## src/rtl/piso_serializer.sv

```systemverilog
// ---------------------------------------------------------------------------
// piso_serializer
//
// Parallel-in, serial-out transmitter feeding serial-in shift-register chains.
// A WIDTH-bit word is taken over a valid/ready handshake and emitted one bit
// per clock, MSB first, so a downstream chain shifting toward its output holds
// the word in natural order after the frame completes. A new word can be
// accepted on the final bit cycle of the current frame, which gives
// back-to-back frames with no idle gap.
//
// Optional build macro: SERIALIZER_PARITY_EN
//   When defined, each frame carries one extra trailing even-parity bit
//   (XOR of the accepted word) and frame_last marks that parity cycle.
//
// Parameters:
//   WIDTH        data word width in bits (2..32)
//
// Ports:
//   clock        single clock, all state updates on its rising edge
//   reset        synchronous active-high reset
//   load_valid   upstream presents a word on load_data
//   load_data    parallel word, sampled only on an accepting edge
//   load_ready   block can accept a word this cycle
//   shift_out    serial data bit
//   shift_valid  shift_out carries a frame bit this cycle
//   frame_last   high during the final bit cycle of a frame
// ---------------------------------------------------------------------------
module piso_serializer #(
    parameter int WIDTH = 8
) (
    input  logic             clock,
    input  logic             reset,
    input  logic             load_valid,
    input  logic [WIDTH-1:0] load_data,
    output logic             load_ready,
    output logic             shift_out,
    output logic             shift_valid,
    output logic             frame_last
);

    localparam int CNT_W = $clog2(WIDTH + 1);

    // The counter is loaded with the number of bit cycles remaining after the
    // first one; the parity build has one extra cycle per frame.
`ifdef SERIALIZER_PARITY_EN
    localparam logic [CNT_W-1:0] CNT_LOAD = CNT_W'(WIDTH);
`else
    localparam logic [CNT_W-1:0] CNT_LOAD = CNT_W'(WIDTH - 1);
`endif

    typedef enum logic {
        IDLE  = 1'b0,
        SHIFT = 1'b1
    } state_t;

    state_t           state;
    logic [WIDTH-1:0] sreg;
    logic [CNT_W-1:0] bit_cnt;
    logic             accept;

`ifdef SERIALIZER_PARITY_EN
    logic             parity_bit;

    function automatic logic even_parity(input logic [WIDTH-1:0] word);
        return ^word;
    endfunction
`endif

    // All outputs decode registered state only; load_ready additionally
    // depends on reset so that nothing is accepted while reset is held.
    assign frame_last  = (state == SHIFT) && (bit_cnt == '0);
    assign load_ready  = !reset && ((state == IDLE) || frame_last);
    assign accept      = load_valid && load_ready;
    assign shift_valid = (state == SHIFT);

`ifdef SERIALIZER_PARITY_EN
    // Data bits come from the MSB of the shifter; the counter reaching zero
    // marks the trailing parity cycle.
    assign shift_out = (state == SHIFT) &&
                       ((bit_cnt == '0) ? parity_bit : sreg[WIDTH-1]);
`else
    assign shift_out = (state == SHIFT) && sreg[WIDTH-1];
`endif

    always_ff @(posedge clock) begin
        if (reset) begin
            state   <= IDLE;
            sreg    <= '0;
            bit_cnt <= '0;
`ifdef SERIALIZER_PARITY_EN
            parity_bit <= 1'b0;
`endif
        end else if (accept) begin
            // Accept takes priority over the frame_last -> IDLE transition,
            // which is what makes back-to-back frames gapless.
            state   <= SHIFT;
            sreg    <= load_data;
            bit_cnt <= CNT_LOAD;
`ifdef SERIALIZER_PARITY_EN
            parity_bit <= even_parity(load_data);
`endif
        end else if (state == SHIFT) begin
            sreg <= {sreg[WIDTH-2:0], 1'b0};
            if (bit_cnt == '0) begin
                state <= IDLE;
            end else begin
                bit_cnt <= bit_cnt - 1'b1;
            end
        end
    end

endmodule

```

## config.mk

```make
export PLATFORM = sky130hd
export DESIGN_NAME = piso_serializer
export DESIGN_NICKNAME = d
export VERILOG_FILES = /design/src/rtl/piso_serializer.sv
export SDC_FILE = /design/constraint.sdc
export NUM_CORES = 1
export LEC_CHECK = 0
export CAP_MARGIN = 5
export CORE_MARGIN = 2
export CORE_UTILIZATION = 47
export DETAILED_ROUTE_END_ITERATION = 12
export GPL_TIMING_DRIVEN = 0
export PLACE_DENSITY = 0.76
export SETUP_SLACK_MARGIN = 0.02
export SLEW_MARGIN = 30
export SYNTH_ARGS = -nofsm -noshare
export SYNTH_HDL_FRONTEND = slang
export SYNTH_SLANG_ARGS = --single-unit
```

## constraint.sdc

```tcl
create_clock -name clock -period 2.2 [get_ports clock]
set_clock_uncertainty 0.05 [all_clocks]
set_input_delay 0.22 -clock clock [delete_from_list [all_inputs] [get_ports clock]]
set_output_delay 0.22 -clock clock [all_outputs]
set_load 0.05 [all_outputs]
```

* Word level (Yosys, flattened, before mapping)
Index checks and enable logic that the tools add are counted.
** Word-level totals
- Flip-flop bits (word level) :: 13
- Input port bits :: 11
- Output and inout bits :: 4
** Operators by class
- Add/subtract/negate cells :: 1
- Equality and inequality tests :: 1
- Muxes and demuxes :: 8
- Bitwise gates (word level) :: 2
- Reductions and logical operators :: 11
** Operators with widths (number)
- 8-bit two-way mux :: 2
- 3-bit two-way mux :: 3
- 1-bit logical AND :: 4
- 4-bit zero test :: 1
- 2-bit AND reduction :: 2
- 4-bit by 1-bit subtractor with 4-bit output (second input constant) :: 1
- 1-bit two-way mux :: 3
- 2-bit != test (second input constant) :: 1
- 1-bit inverter :: 2
- 2-bit nonzero test :: 1
- 2-bit OR reduction :: 1
- 1-bit zero test :: 1
- 1-bit logical OR :: 1

* Longest topological paths before layout
- Word-level depth :: 7
- Gate-level depth with buffers :: 5

* Worst setup path after synthesis
OpenSTA, ideal clock, no wires.
- Kind :: reg-to-output
- Start point :: register bit_cnt[0]
- End point :: output port frame_last
- Arrival :: 1.693 ns
- Data required time :: 1.930 ns
- Slack :: 0.237 ns
- Stages on the path, launching flop included :: 5
- Cell sequence :: dfxtp_1 inv_1 ha_1 or3b_2 nor2_1
** On the way
- Word-level cells in the longest chain between the ends :: 2
** Ends and longest elaborated chain
- start, declared :: RTL line 58 : logic [CNT_W-1:0] bit_cnt;
- start signal, assigned :: RTL line 107 : bit_cnt <= bit_cnt - 1'b1;
- 4-bit zero test :: RTL line 71 : assign frame_last = (state == SHIFT) && (bit_cnt == '0);
- 1-bit logical AND :: RTL line 71
- end, declared :: RTL line 38 : output logic frame_last
No other way between the ends.

* Worst setup path after layout
Ends and elaborated chain as after synthesis.

==> summary.md <==
| Metric | Value |
|---|---|
| DR DRC count | 0 |
| Wirelength, routed | about 1400 um |
| Number of routed nets with antenna violations | 0 |
| Maximum clock frequency | 489 MHz |
| CTS sink cnt | 13 |
| Flip-flop cell with the highest count after synthesis | dfxtp_1 |
| Count of cells resized by post-cts repair | 7 |
| Placement Rows | 13 |
| Number of synthesized register bits | 13 |
| Unrepaired setup endpoints after global routing | false |
| Total of warnings raised by yosys | 0 |
| Number of I/O pins | 15 |
| Async set or reset register ratio after synthesis | 0% |
| Status | complete, no violations |
| GRT overflow | 0 |
| Most used standard cell by instance count after synthesis | dfxtp_1 |
| Ratio of cells with drive above 1 in the final layout | between 20% and 30% |
| Maximum capacitance violations | 0 |
| Clock-pin slew on the worst setup and hold paths | 0.08 ns |
| Worst reg-to-reg setup slack | roughly 0.49 ns |
| Distinct cells, synth | 23 |
| Hold Path Class | in2reg |
| Worst path required time | just under 2 ns |
| End of the worst register-to-register path | sreg[2]$_SDFFE_PP0P_ |
| Synth Net Count | 78 |
| Global-route wire length before repair | 2150 um |
| Instance count along the most critical hold path | 3 |
| Routability congestion estimate from global placement | approximately 0.73 |
| Post-placement cell area | 798 sq um |
| WL/cell | roughly 15 um |
| Root Buffer Master | clkbuf_4 |
| Diode count | 0 |
| Area of the die | approximately 1700 sq um |
| Hold Crit Endpoint | sreg[0]$_SDFFE_PP0P_ |
| Worst setup path start | bit_cnt[0]$_SDFFE_PP0P_ |
| Pin slew with the least headroom to its limit | 0.495 ns |
| Number of hold-slack violations in the final timing report | 0 |
| Number of slew-limit violations in the final report | 0 |
| Pleak | between 0.3 and 0.4 nW |
| Number of global-route vias before repair | 500 |
| Clock tree from TritonCTS | built |
| Final instance area | a little over 800 sq um |
| Total Power Consumption | approximately 0.58 mW |
| Total via count after detailed routing | 560 |
| Clock Latency Late Sink | about 0.27 ns |
| Clock tree buffer depth | 2 |
| Worst Setup Slack post-DPL | -0.0749 ns |
| Startpoint-to-endpoint class of the critical path | reg2out |
| Cts bufs inserted | 3 |
| Standard cell core area | roughly 1300 sq um |
| EDFF count, synth | 0 |
| Minimum period implied by the final worst setup slack | slightly above 2 ns |
| Via density per instance | between 5 and 6 |
| CP Data Arrival Time | about 1.8 ns |
| Min Hold Slack | ~0.38 ns |
| Highest fanout seen on the critical path | 4 |
| Final layout net count | 96 |
| Number of antenna violations at the first check in global routing | 0 |
| Final Instance Count excl. Fillers | between 90 and 100 |
| IO buf count | 13 |
| Post-CTS setup buffers | 0 |
| Max VDD drop | around 0.33 mV |
| FF-to-FF Start | bit_cnt[0]$_SDFFE_PP0P_ |
| Mean post-synth cell area | 9.84 sq um |
| Cell types occupying the most area after synthesis | dfxtp_1, o221a_2, mux2i_1 |
| Critical path launch point type | flop |
| Ranking of synthesized cells by instance count | dfxtp_1, a21oi_1, mux2i_1, o221a_2, a211oi_1 |
| Initial core utilization | between 40% and 50% |
| Setup violation total in the final timing report | 0 |
| Min setup slack post-route | 0.154 ns |
| Nature of the critical path endpoint | output port |
| Placed wire-length estimate | 992 um |
| 1st-pass router iterations | 4 |
| Post-cts hold buffer count | 0 |
| Aggregate global-route resource usage | 20.2% |
| Max-slew headroom | roughly two thirds |
| Starting DRC count in detailed routing | 6 |
| Gate count of the mapped netlist | 66 |
| Power per Cell Area | 701 nW/um^2 |
| Pin count of the biggest net entering global routing | 11 |
| Portion of the clock cycle consumed by the worst path in the final layout | 93.0% |
| Cell accounting for the most synthesized area | dfxtp_1 |
| Cell Count Post-Placement | between 90 and 100 |
| Level count of the clock H-tree | 1 |
| Horiz. Die Dim | 41.2 um |
| Worst-case reg-to-reg path depth | 5 |
| Share of synthesized area occupied by flip-flops and latches | between 40% and 50% |
| Proportion of netlist area held by the largest area contributor | 40.1% |
| Area added between synthesis and finish | 27.0% |
| Floorplan die height | 41.2 um |
| Netlist area before placement | ~650 sq um |
| Hold path start | load_valid |
-- power breakdown --
group,switching (mW),leakage (nW),internal (mW)
clock network,0.0828,0.0150,0.0703
registers,0.0193,0.108,0.258
logic,0.0772,0.193,0.0703
-- logic make-up (layout without fill, tap and decap cells) --
logic type      after synthesis  in the layout  share of synthesized area, %
compound gates               25             25                          29.3
fa+ha+maj                     1              1                          1.93
flops                        13             13                          40.1
xor+xnor                      1              1                          1.35
simple gates                 10             10                          8.86
mux                           8              8                          12.5
buf+inv                       8             25                          5.97
-- cell usage in the layout (no fill, tap or decap), drive strengths merged, types with 3 or more instances in the layout --
cell type and instances:
a211oi 6, a21oi 9, buf 3, clkbuf 6
clkdlybuf4s50 10, dfxtp 13, inv 3, mux2i 7
nor2 4, o221a 7
-- sequential cells by signal, indices dropped and copies added (netlist names) --
register / flops
bit_cnt: 4
shift_valid: 1
sreg: 8
-- worst max-delay path, cell delays in order, from the launching register on --
cell and delay [ns]:
dfxtp_1 0.34, inv_1 0.07, ha_1 0.21, or3b_2 0.51
nor2_1 0.11, buf_2 0.27
-- how the worst max path moves through the flow --
| stage | end | slack, ns |
|---|---|---|
| after floorplan | frame_last | 0.24 |
| after global routing | frame_last | 0.04 |
| final | frame_last | 0.15 |
| after detailed placement | frame_last | -0.07 |
| after global placement | frame_last | -0.07 |
| after CTS | frame_last | 0.04 |
-- layer usage --
layer / global-route usage [%] / up-vias / share of wire (%) / wire (um)
met5: 0 / - / 0 / 0
met4: 12.1 / 0 / 1.4 / 20
met3: 4.89 / 4 / 3.3 / 47
met2: 29.7 / 10 / 46 / 658
met1: 26.5 / 260 / 49 / 703
li1: - / 286 / - / -
-- layout make-up --
cell class | instances | area [sq um]
plain buffers | 4 | 23.8
clock buffers | 4 | 26.3
fillers | 130 | 477
inverters | 4 | 15.0
multi-input cells | 45 | 355
flip-flops and latches | 13 | 260
well taps | 15 | 18.8
repair buffers | 13 | 125
-- through the flow --
stage	util, %	setup TNS, ns
after floorplan	-	0
after global placement	61.3	-0.111
after detailed placement	61.3	-0.130
after CTS	63.5	0
after global routing	63.4	0
final	63.4	0
(Power assumes the default switching activity.)
